`src/rtl/rbm_prob_sampler.sv`:
```
// Stochastic-neuron sampler: packs N LFSR bits per cycle into W-bit uniform words
// and draws one binary sample (rand_word < prob) per accepted probability.
module rbm_prob_sampler #(
    parameter int N = 1,
    parameter int W = 8
) (
    input  logic         clk,
    input  logic         rst,
    input  logic [N-1:0] rand_in,
    input  logic [W-1:0] prob_in,
    input  logic         prob_valid,
    output logic         prob_ready,
    output logic         sample_out,
    output logic         sample_valid,
    input  logic         sample_ready,
    output logic [W-1:0] rand_word,
    output logic [15:0]  words_dropped
);

    localparam int FILL = W / N;
    localparam int CW   = (FILL > 1) ? $clog2(FILL) : 1;
    localparam int SW   = (W > N) ? (W - N) : 1;

    generate
        if ((N < 1) || (W < N) || ((W % N) != 0)) begin : g_bad_param
            $error("rbm_prob_sampler: W must be a non-zero multiple of N");
        end
    endgenerate

    typedef enum logic [1:0] {S_IDLE, S_WAIT, S_OUT} state_t;

    state_t          state_q, state_d;
    logic [SW-1:0]   pk_shift_q, pk_shift_d;
    logic [CW-1:0]   pk_cnt_q, pk_cnt_d;
    logic [W-1:0]    wbuf_q, wbuf_d;
    logic            wbuf_vld_q, wbuf_vld_d;
    logic [W-1:0]    prob_q, prob_d;
    logic            sample_out_q, sample_out_d;
    logic            sample_valid_q, sample_valid_d;
    logic [W-1:0]    rand_word_q, rand_word_d;
    logic [15:0]     words_dropped_q, words_dropped_d;

    logic [W-1:0]    pk_word;
    logic            word_done;
    logic            consume;

    // Only the low W-N bits of the shifter are ever read back, so only those are stored.
    generate
        if (W > N) begin : g_pack_wide
            assign pk_word = {pk_shift_q, rand_in};
        end else begin : g_pack_narrow
            assign pk_word = rand_in;
        end
    endgenerate

    assign word_done = (pk_cnt_q == CW'(FILL - 1));

    always_comb begin
        state_d         = state_q;
        prob_d          = prob_q;
        sample_out_d    = sample_out_q;
        sample_valid_d  = sample_valid_q;
        rand_word_d     = rand_word_q;
        prob_ready      = 1'b0;
        consume         = 1'b0;

        case (state_q)
            S_IDLE: begin
                prob_ready = 1'b1;
                if (prob_valid) begin
                    prob_d  = prob_in;
                    state_d = S_WAIT;
                end
            end
            S_WAIT: begin
                if (wbuf_vld_q) begin
                    consume        = 1'b1;
                    sample_out_d   = (wbuf_q < prob_q);
                    rand_word_d    = wbuf_q;
                    sample_valid_d = 1'b1;
                    state_d        = S_OUT;
                end
            end
            S_OUT: begin
                prob_ready = sample_ready;
                if (sample_ready) begin
                    sample_valid_d = 1'b0;
                    if (prob_valid) begin
                        prob_d  = prob_in;
                        state_d = S_WAIT;
                    end else begin
                        state_d = S_IDLE;
                    end
                end
            end
            default: state_d = S_IDLE;
        endcase

        pk_shift_d      = pk_word[SW-1:0];
        pk_cnt_d        = word_done ? '0 : pk_cnt_q + CW'(1);
        wbuf_d          = wbuf_q;
        wbuf_vld_d      = consume ? 1'b0 : wbuf_vld_q;
        words_dropped_d = words_dropped_q;

        // A word consumed this cycle frees the buffer for the word completing now.
        if (word_done) begin
            if (!wbuf_vld_q || consume) begin
                wbuf_d     = pk_word;
                wbuf_vld_d = 1'b1;
            end else if (words_dropped_q != 16'hFFFF) begin
                words_dropped_d = words_dropped_q + 16'd1;
            end
        end
    end

    always_ff @(posedge clk or posedge rst) begin
        if (rst) begin
            state_q         <= S_IDLE;
            pk_shift_q      <= '0;
            pk_cnt_q        <= '0;
            wbuf_q          <= '0;
            wbuf_vld_q      <= 1'b0;
            prob_q          <= '0;
            sample_out_q    <= 1'b0;
            sample_valid_q  <= 1'b0;
            rand_word_q     <= '0;
            words_dropped_q <= '0;
        end else begin
            state_q         <= state_d;
            pk_shift_q      <= pk_shift_d;
            pk_cnt_q        <= pk_cnt_d;
            wbuf_q          <= wbuf_d;
            wbuf_vld_q      <= wbuf_vld_d;
            prob_q          <= prob_d;
            sample_out_q    <= sample_out_d;
            sample_valid_q  <= sample_valid_d;
            rand_word_q     <= rand_word_d;
            words_dropped_q <= words_dropped_d;
        end
    end

    assign sample_out    = sample_out_q;
    assign sample_valid  = sample_valid_q;
    assign rand_word     = rand_word_q;
    assign words_dropped = words_dropped_q;

endmodule

```
`config.mk`:
```
export PLATFORM = sky130hd
export DESIGN_NAME = rbm_prob_sampler
export DESIGN_NICKNAME = d
export VERILOG_FILES = /design/src/rtl/rbm_prob_sampler.sv
export SDC_FILE = /design/constraint.sdc
export NUM_CORES = 1
export LEC_CHECK = 0
export ABC_AREA = 0
export CAP_MARGIN = 20
export CORE_MARGIN = 2
export CORE_UTILIZATION = 57
export CTS_CLUSTER_DIAMETER = 30
export DETAILED_ROUTE_END_ITERATION = 12
export HOLD_SLACK_MARGIN = 0.05
export PLACE_DENSITY = 0.85
export SYNTH_ARGS = -nofsm -noshare
export SYNTH_HDL_FRONTEND = slang
export SYNTH_SLANG_ARGS = --single-unit
```
`constraint.sdc`:
```
create_clock -name clk -period 2.9 [get_ports clk]
set_input_delay 0.29 -clock clk [delete_from_list [all_inputs] [get_ports clk]]
set_output_delay 0.29 -clock clk [all_outputs]
set_load 0.05 [all_outputs]
```
-- After elaboration in Yosys (flattened, before gate mapping)
Cells that the tools add are included.
- add/sub/neg operators: 2
- order comparisons: 1
- eq/ne operators: 7
- muxes and demuxes: 18
- bitwise logic cells: 1
- reduce and logical (&&, ||, !) cells: 11
- operators by type and width (operator ; count):
    $add 16x1->16 const B ; 1
    $mux 8 ; 2
    $ne 16x16->1 const B ; 1
    $pmux 8 s2 ; 1
    $reduce_and 3->1 ; 3
    $lt 8x8->1 ; 1
    $mux 1 ; 8
    $mux 2 ; 3
    $ne 2x2->1 const B ; 3
    $pmux 2 s3 ; 1
    $reduce_and 2->1 ; 3
    $pmux 1 s2 ; 2
    $reduce_bool 2->1 ; 2
    $add 3x1->3 const B ; 1
    $eq 3x3->1 const B ; 1
    $mux 3 ; 1
    $eq 2x1->1 const B ; 1
    $eq 2x2->1 const B ; 1
    $logic_not 2->1 ; 1
    $logic_not 1->1 ; 1
    $logic_or 1x1->1 ; 1
    $not 1->1 ; 1
- register bits: 55
- input port bits: 13
- output and inout port bits: 27
- word-level logic and storage cells: 50

-- Logic depth before layout (Yosys ltp)
- word-level depth: 5
- mapped depth: 7

-- Worst setup path after synthesis
Ideal clock, no wire load.
- path kind: register to register
- start: register state_q[1]
- end: register prob_q[0]
- setup time: 0.125 ns
- arrival: 1.956 ns
- data required time: 2.775 ns
- path slack: 0.820 ns
- cell stages (with the launch flop): 5
- path buffers: 1
- path through: dfrtp_1 > a21oi_1 > and2_1 > buf_2 > mux2_2
- cells in the longest elaborated chain, start to end: 3
- ends and longest elaborated chain (what ; RTL line ; RTL):
    start, declared ; 32 ; state_t state_q, state_d;
    start signal, assigned ; 129 ; state_q <= state_d;
    $eq 2x2->1 / $logic_not 2->1 (equally long branches) ; 67 ; case (state_q)
    $ne 2x2->1 (no source line) / $reduce_bool 2->1 (equally long branches) ; n/a ;
    $reduce_and 2->1 (no source line) ; n/a ;
    end signal, assigned ; 134 ; prob_q <= prob_d;
    end, declared ; 37 ; logic [W-1:0] prob_q, prob_d;
Parallel ways exist; a longest one is shown, timed or not.
A chain may end at the register's enable or synchronous reset.

-- Final worst setup path
- start: input sample_ready
- end: output prob_ready
- cells in the longest elaborated chain, start to end: 1
- ends and longest elaborated chain (what ; RTL line ; RTL):
    start, declared ; 15 ; input logic sample_ready,
    $pmux 1 s2 ; 67 ;
    end, declared ; 12 ; output logic prob_ready,
No other way between the ends.

==> metrics.csv <==
stage,metric,value,unit
outcome,status,"finished, final reports clean",
clocking,clk_latency,0.31,ns
setup_path,start_kind,input port,
timing,skew,0.00944,ns
cells_and_area,fillCellCount,298,
floorplan,rows,23,
setup_path,path_class,input port to output pin,
setup_path,worstRegToRegCells,4,
placed_design,place_inst,279,
global_route,grt_pass1_wl,7.44,mm
floorplan,core,0.00406,sq mm
floorplan,chipHeight,69.3,um
synth,avgSynthCellArea,12.6,sq um
clocking,cts_buffers,5,
drt,ant_nets,0,
clocking,tritoncts,yes,
drt,drtIter0Drc,123,
clocking,cts_sinks,55,
drt,first_pass_iters,4,
timing,setup-violations-final,0,
power_and_ir_drop,p_comb_frac,0.182,
placed_design,port_buffers,39,
setup_path,cp_num_buf_inv,3,
setup_path,crit_cells,4,
floorplan,io_pins,40,
cells_and_area,syn_to_final_growth,22.1,%
drt,routed_wl,4.41,mm
clocking,cts_resized,0,
placed_design,gp_congestion,0.909,
timing,finalHoldViolations,0,
clocking,ctsLongestPathBuffers,2,
timing,max_freq,0.469,GHz
power_and_ir_drop,peakVddDrop,463,uV
power_and_ir_drop,intPower,0.00115,W
synth,synthesis.area,0.00243,sq mm
power_and_ir_drop,p_leak,1.31,nW
synth,synth_edf_count,0,
clocking,clk_root_buffer_cell,clkbuf_8,
drt,post_drt_wl_per_cell,15.4,um
synth,async_reset_ff_frac,1.00,
synth,synth_ff_type,dfrtp_1,
clocking,clkTransAtPathRegs,0.10,ns
drt,post_drt_via_cell_ratio,5.73,
synth,yosysMostFrequentCell,dfrtp_1,
setup_path,cp-end-kind,output pin,
clocking,postCtsSetupRepairBufs,0,
hold_path,hp-class,input port to asynchronous set/reset pin,
global_route,first_global_vias,1539,
flow_run,cap_violations,0,
setup_path,cp_data_arrival_time,1.84,ns
synth,synth_common_cells,"dfrtp_1 (55), mux2_2 (24), nand2_1 (12), inv_1 (11), ha_1 (10)",
power_and_ir_drop,swShare,0.286,
timing,tightest_slew,0.584,ns
clocking,htreeDepth,2,
cells_and_area,num_antenna_cells,0,
setup_path,crit_path_max_fanout,3,
power_and_ir_drop,power.switching,0.000458,W
drt,drt_drc_violations_left,0,
synth,ys_warn_count,0,
floorplan,die-area,0.00480,sq mm
setup_path,cpPeakStageDelay,0.82,ns
cells_and_area,drive_gt1_frac,0.198,
synth,ys_ff_latch,55,
synth,synth_area_leaders,"dfrtp_1 (57%), mux2_2 (11%), ha_1 (5.1%), xor2_1 (2.9%), nor4_2 (2.6%)",
synth,synth_cells,193,
cells_and_area,fin_cells,287,
clocking,postCtsHoldBufs,0,
timing,finalCritPeriodShare,0.735,
timing,drv_slew,0,
setup_path,required,2.61,ns
setup_path,timing.rr.end,sample_out,
synth,yosysTopAreaCellShare,0.566,
synth,synth_cell_types,34,
global_route,grt_usage,0.196,
floorplan,die-width,69.3,um
setup_path,r2r_slack,1.07,ns
power_and_ir_drop,p_clk_frac,0.268,
setup_path,cp_slowest_cell,clkdlybuf4s50_1,
timing,rsz0062_at_grt,no,
synth,synth_nets,216,
placed_design,dp_hpwl,3.29,mm
setup_path,crit_path_cell_trace,clkdlybuf4s50_1 > inv_1 > a21oi_1 > clkdlybuf4s50_1,
timing,finalSetupTns,0,ns
cells_and_area,fin_nets,259,
floorplan,initial_core_util,0.599,
power_and_ir_drop,pwr-share-seq,0.549,
global_route,antenna_found_initial,0,
synth,synth-seq-area-share,0.566,
setup_path,r2r-start,state_q[0],
global_route,grt_max_degree,30,
timing,min_period,2.13,ns
synth,yosys.area.top_type,dfrtp_1,
setup_path,critPathTopFamily,buffers and inverters,
global_route,gr-total-overflow,0,
drt,num_vias,1644,
timing,relSlewSlack,0.610,
setup_path,cpMostUsedCell,clkdlybuf4s50_1,
power_and_ir_drop,power_density,541,mW/mm^2
-- area by class of cell --
class / instances / area, sq um / share of cell area
sequential: 55 / 1380 / 0.464
inverter: 11 / 41.3 / 0.0139
timing repair buffer: 40 / 410 / 0.138
clock buffer: 5 / 68.8 / 0.0232
tap: 50 / 62.6 / 0.0211
clock inverter: 3 / 22.5 / 0.00759
multi-input combinational: 123 / 986 / 0.332
-- registers in the layout (all words and copies together) (netlist names), 2 cells and up --
register,count
state_q,2
words_dropped,16
pk_cnt_q,3
pk_shift_q,7
rand_word,8
wbuf_q,8
prob_q,8
-- cell usage in the layout, fill, tap and decap left out, types with 2 or more instances in the layout --
cell type         n
dfrtp_1          55
clkdlybuf4s50_1  39
mux2_2           24
nand2_1          12
inv_1            10
ha_1             10
nor2_1            9
a21oi_1           8
xor2_1            8
o21ai_0           6
nand3_1           5
nor3_1            5
nor4_2            5
clkbuf_8          5
nand4_1           3
a31oi_1           3
and4_1            2
or3_4             2
and3_1            2
and2_1            2
nand2b_1          2
xnor2_1           2
a211oi_2          2
inv_6             2
-- cell families (layout without fill, tap and decap cells) --
group	Yosys count	count (layout)	share of synthesized area
flip-flops	55	55	0.566
AND/OR/NAND/NOR	55	55	0.141
multiplexers	25	25	0.116
AO/OA/AOI/OAI	23	23	0.0613
buffers and inverters	15	59	0.0278
adder cells (fa/ha/maj)	10	10	0.0515
XOR/XNOR	10	10	0.0360
-- power by group through the flow --
stage / Combinational [W] / Clock (W) / Sequential (W)
2_1_floorplan: 0.000146 / 0 / 0.000943
3_5_place_dp: 0.000297 / 0 / 0.000896
5_1_grt: 0.000328 / 0.000480 / 0.000892
3_3_place_gp: 0.000282 / 0 / 0.000893
4_1_cts: 0.000299 / 0.000437 / 0.000881
6_report: 0.000293 / 0.000430 / 0.000881
-- layer usage --
metal	up-vias	global-route usage	share of wire
li1	769	-	-
met1	835	0.280	0.46
met2	32	0.299	0.49
met3	8	0.0363	0.037
met4	0	0.0763	0.015
met5	-	0	0
-- stage by stage --
stage	hold WS, ns	area, sq um	power (W)	util	setup WS, ns
6_report	0.362	2970	0.00160	0.731	0.767
5_1_grt	0.386	2970	0.00170	0.731	0.659
4_1_cts	0.375	2970	0.00162	0.731	0.769
3_5_place_dp	0.357	2880	0.00119	0.709	0.774
3_3_place_gp	0.352	2880	0.00117	0.709	0.795
2_1_floorplan	0.321	2430	0.00109	-	0.820
-- worst max-delay path by stage --
stage                 endpoint  slack [ns]          from
detailed placement  prob_ready        0.77  sample_ready
global placement    prob_ready        0.79  sample_ready
floorplan            prob_q[0]        0.82    state_q[1]
global route        prob_ready        0.66  sample_ready
finish              prob_ready        0.77  sample_ready
CTS                 prob_ready        0.77  sample_ready
Power figures use the tool's default switching activity.
==> RTL change 1: new RTL, same settings <==
Encoding of `state_t`: now one-hot (3 bits for 3 states).
--- a/src/rtl/rbm_prob_sampler.sv
+++ b/src/rtl/rbm_prob_sampler.sv
@@ -28,5 +28,5 @@
     endgenerate
 
-    typedef enum logic [1:0] {S_IDLE, S_WAIT, S_OUT} state_t;
+    typedef enum logic [2:0] {S_IDLE = 3'b001, S_WAIT = 3'b010, S_OUT = 3'b100} state_t;
 
     state_t          state_q, state_d;
Check against the original RTL: same outputs for any inputs over 10 cycles, from zero or initial values and one cycle with rst high; not proved beyond that.
==> RTL change 1 against the unedited design <==
Sequential cell count is 1 higher. Worst setup slack worse by 0.15 ns. Area after synthesis grew 4.0%. Sequential share of layout area fell by 0.49 points. Critical endpoint unchanged. Design area grew 3.0%. Routed wire length is 0.20% higher.
Power is not compared: it rests on default switching activity, and its combinational part moved more than twofold at a synthesized area within 25%.
==> RTL change 1: results (changes against the unedited design) <==
- Arr. time, crit path: 1.99 ns (was 1.84 ns)
- Seq/Total Area, Yosys: 55.50% (was 56.64%)
- GPL Wtd Cong: 0.8747 (was 0.9089)
- Invs w/o clock: 9 (was 11)
- Largest net degree at the start of global routing: 26 (was 30)
- Routed wire length: 4421 microns (was 4412 microns)
- Mux contribution to synthesized area: 12.57% (was 11.59%)
- Non-clk buf share: 13.26% (was 13.83%)
- First-pass GRT wire length: 7852 microns (was 7438 microns)
- Netlist cell types: 40 (was 34)
- R2R cell count: 6 (was 4)
- Clock-cell share of area: 2.988% (was 3.078%)
- Nets: 265 (was 259)
- Number of global-route vias before repair: 1630 (was 1539)
- Vias per cell: 5.544 (was 5.728)
- Critical R2R Launch: pk_cnt_q[0]$_DFF_PP0_ (was state_q[0]$_DFFE_PP0P_)
- DP Area: 2965 sq um (was 2877 sq um)
- Seq Cell Count: 56 (was 55)
- Synth Area in Compound Gates: 4.356% (was 6.128%)
- Fraction of area in multi-input gates: 34.63% (was 33.22%)
- Seq area share: 45.89% (was 46.37%)
- Critical-path maximum fanout: 9 (was 3)
- R2R Path End: words_dropped[15]$_DFFE_PP0P_ (was sample_out$_DFFE_PP0P_)
- Reg-to-reg slack, setup: 0.99 ns (was 1.07 ns)
- Status: completed (unchanged)
- Critical Path Source: state_q[0]$_DFFE_PP1P_ (was sample_ready)
- Layout cell share with drive strength beyond 1: 19.01% (was 19.83%)
==> RTL change 1: cell count changes after synthesis, sizes merged, moves of 3 or more <==
cell   change
xnor2      +3
nor4b      +3
nand2      -3
nand4      +5
==> RTL change 1: power breakdown <==
part	switching [W]	leakage [nW]	internal [W]
Sequential	0.000197	0.687	0.00101
Clock	0.000239	0.0473	0.000191
Combinational	0.000650	0.622	0.000504
==> RTL change 1: how the worst max path moves through the flow <==
stage / depth (start not counted) / slack, ns / end
2_1_floorplan: 6 / 0.51 / prob_q[0]$_DFFE_PP0P_
3_3_place_gp: 4 / 0.73 / prob_ready
3_5_place_dp: 4 / 0.71 / prob_ready
4_1_cts: 3 / 0.61 / prob_ready
5_1_grt: 3 / 0.45 / prob_ready
6_report: 3 / 0.62 / prob_ready
==> RTL change 1: logic make-up after synthesis <==
kind of cell | after synthesis
and+or+nand+nor | 60
DFF | 56
muxes | 28
xor gates and xnor gates | 13
adders and majority gates | 10
AOI/OAI and AO/OA | 18
buffers and inverters | 13
==> RTL change 1: per-layer routing <==
| metal | routed length [microns] | part of all wire (%) | track usage, % | up-vias |
|---|---|---|---|---|
| li1 | - | - | - | 792 |
| met1 | 2158 | 49 | 30.69 | 799 |
| met2 | 2047 | 46 | 29.14 | 35 |
| met3 | 178 | 4.0 | 3.561 | 4 |
| met4 | 37 | 0.84 | 6.709 | 0 |
| met5 | 0 | 0 | 0 | - |
==> RTL change 1: stage by stage <==
stage	hold WS, ns	total power [W]	setup WS, ns	instances
2_1_floorplan	0.3214	0.002055	0.5092	198
6_report	0.3394	0.002793	0.6196	294
3_5_place_dp	0.3601	0.002381	0.7066	287
3_3_place_gp	0.3510	0.002338	0.7336	287
5_1_grt	0.3944	0.002979	0.4531	294
4_1_cts	0.3576	0.002812	0.6122	294
==> RTL change 2: new RTL, same settings <==
Without the edit above. `W`: 8 -> 4.
--- a/src/rtl/rbm_prob_sampler.sv
+++ b/src/rtl/rbm_prob_sampler.sv
@@ -3,5 +3,5 @@
 module rbm_prob_sampler #(
     parameter int N = 1,
-    parameter int W = 8
+    parameter int W = 4
 ) (
     input  logic         clk,
Interface: changed (resized prob_in and rand_word); port bits go from 40 to 32. The function was not compared with the original's and may differ.
==> RTL change 2 against the unedited design <==
Maximum frequency shrank 0.70%. Power grew 15%. Design area shrank 27%. Worst setup slack lost 0.015 ns. Count of clock-buffer cells in the layout grew 2. Sequential cell count shrank 17. Clock power decreased by 31%. Area after synthesis decreased by 28%. Register-to-register slack got worse by 0.05 ns. Routed wire length is 25% lower.
==> RTL change 2: results (changes against the unedited design) <==
- Slew HR: 65.04% (was 60.99%)
- DR iter-0 viols: 59 (was 123)
- DP Area: 2098 sq um (was 2877 sq um)
- Vias per cell: 5.756 (was 5.728)
- GPL Wtd Cong: 0.8326 (was 0.9089)
- Reg-to-reg slack, setup: 1.02 ns (was 1.07 ns)
- Placed wire-length estimate: 2427 microns (was 3286 microns)
- Commonest cells in the netlist: dfrtp_1 (38), mux2_2 (15), nand3_1 (10) (was dfrtp_1 (55), mux2_2 (24), nand2_1 (12))
- Synth top area share: 54.17% (was 56.64%)
- Gr usage total: 20.99% (was 19.59%)
- Root Buffer: clkbuf_4 (was clkbuf_8)
- Seq/Total Area, Yosys: 54.17% (was 56.64%)
- Netlist cell types: 36 (was 34)
- First-pass GRT wire length: 5299 microns (was 7438 microns)
- Leak: 0.9693 nW (was 1.306 nW)
- Port Buffers: 31 (was 39)
- Synthesized Nets: 161 (was 216)
- Layout cell share with drive strength beyond 1: 16.30% (was 19.83%)
- Status: completed (unchanged)
- Critical-path maximum fanout: 3 (unchanged)
- Skew-Pair Late Insertion Delay: 0.35 ns (was 0.31 ns)
- Nets: 197 (was 259)
- Max IR drop VDD: 0.0006687 V (was 0.0004629 V)
- Ranking of synthesized cells by area: dfrtp_1 (54%), mux2_2 (9.6%), ha_1 (3.6%) (was dfrtp_1 (57%), mux2_2 (11%), ha_1 (5.1%))
- Largest net degree at the start of global routing: 39 (was 30)
- Worst Hold Class: input pin to async pin (unchanged)
- WL/cell: 15.20 microns (was 15.37 microns)
- Layout Skew: 0.01137 ns (was 0.009443 ns)
- Number of global-route vias before repair: 1232 (was 1539)
RTL change 2: cell count changes in the layout (fill, tap and decap cells not counted), moves of 5 or more:
cell,change
clkbuf_4,+5
nand3_1,+5
clkdlybuf4s50_1,-8
mux2_2,-9
dfrtp_1,-17
nand2_1,-5
o21ai_0,-5
ha_1,-5
RTL change 2: through the flow:
stage	hold WS (ns)	instances	setup slack, ns	power (W)
global placement	0.3532	209	0.7590	0.001525
finish	0.3257	217	0.7520	0.001841
detailed placement	0.3654	209	0.7603	0.001561
global route	0.3739	217	0.6994	0.001938
CTS	0.3331	217	0.7411	0.001857
floorplan	0.3214	147	0.8315	0.001314
RTL change 2: logic make-up after synthesis:
logic type / count (synthesis) / share of synthesized area [%]
buf+inv: 11 / 2.637
simple gates: 51 / 18.75
xor+xnor: 10 / 4.990
flops: 38 / 54.17
compound gates: 16 / 5.417
fa+ha+maj: 5 / 3.564
mux: 16 / 10.48
RTL change 2: area by class of cell:
class | instances | area [sq um]
Sequential cell | 38 | 950.9
Inverter | 8 | 30.03
Multi-Input combinational cell | 98 | 758.2
Clock inverter | 1 | 5.005
Clock buffer | 7 | 55.05
Fill cell | 211 | 819.5
Tap cell | 33 | 41.29
Timing Repair Buffer | 32 | 317.8
RTL change 2: power breakdown:
| group | switching (W) | internal [W] | total, W |
|---|---|---|---|
| Sequential | 0.000128 | 0.000671 | 0.000799 |
| Combinational | 0.000443 | 0.000304 | 0.000746 |
| Clock | 0.000178 | 0.000118 | 0.000295 |
RTL change 2: final timing paths:
check / cells past startpoint / start / end
worst max-delay path: 4 / sample_ready / prob_ready
min in group clk: 0 / pk_shift_q[0]$_DFF_PP0_ / pk_shift_q[1]$_DFF_PP0_
worst min-delay path: 3 / rst / words_dropped[3]$_DFFE_PP0P_
worst max register to register: 4 / state_q[0]$_DFFE_PP0P_ / words_dropped[15]$_DFFE_PP0P_
worst min register to register: 0 / pk_shift_q[0]$_DFF_PP0_ / pk_shift_q[1]$_DFF_PP0_
max in group asynchronous: 3 / rst / rand_word[3]$_DFFE_PP0P_
RTL change 2: worst register-to-register path, cell delays in order, from the launching register on:
cell and delay (ns):
dfrtp_1 0.44, or2b_1 0.21, nand3_1 0.36, nor4_2 0.41, mux2_2 0.36
RTL change 2: metal layers:
metal	routed length, microns	part of all wire, %	global-route usage [%]
met4	85	2.6	11.43
met3	147	4.5	6.332
met2	1713	52	35.48
met1	1353	41	23.62
met5	0	0	0
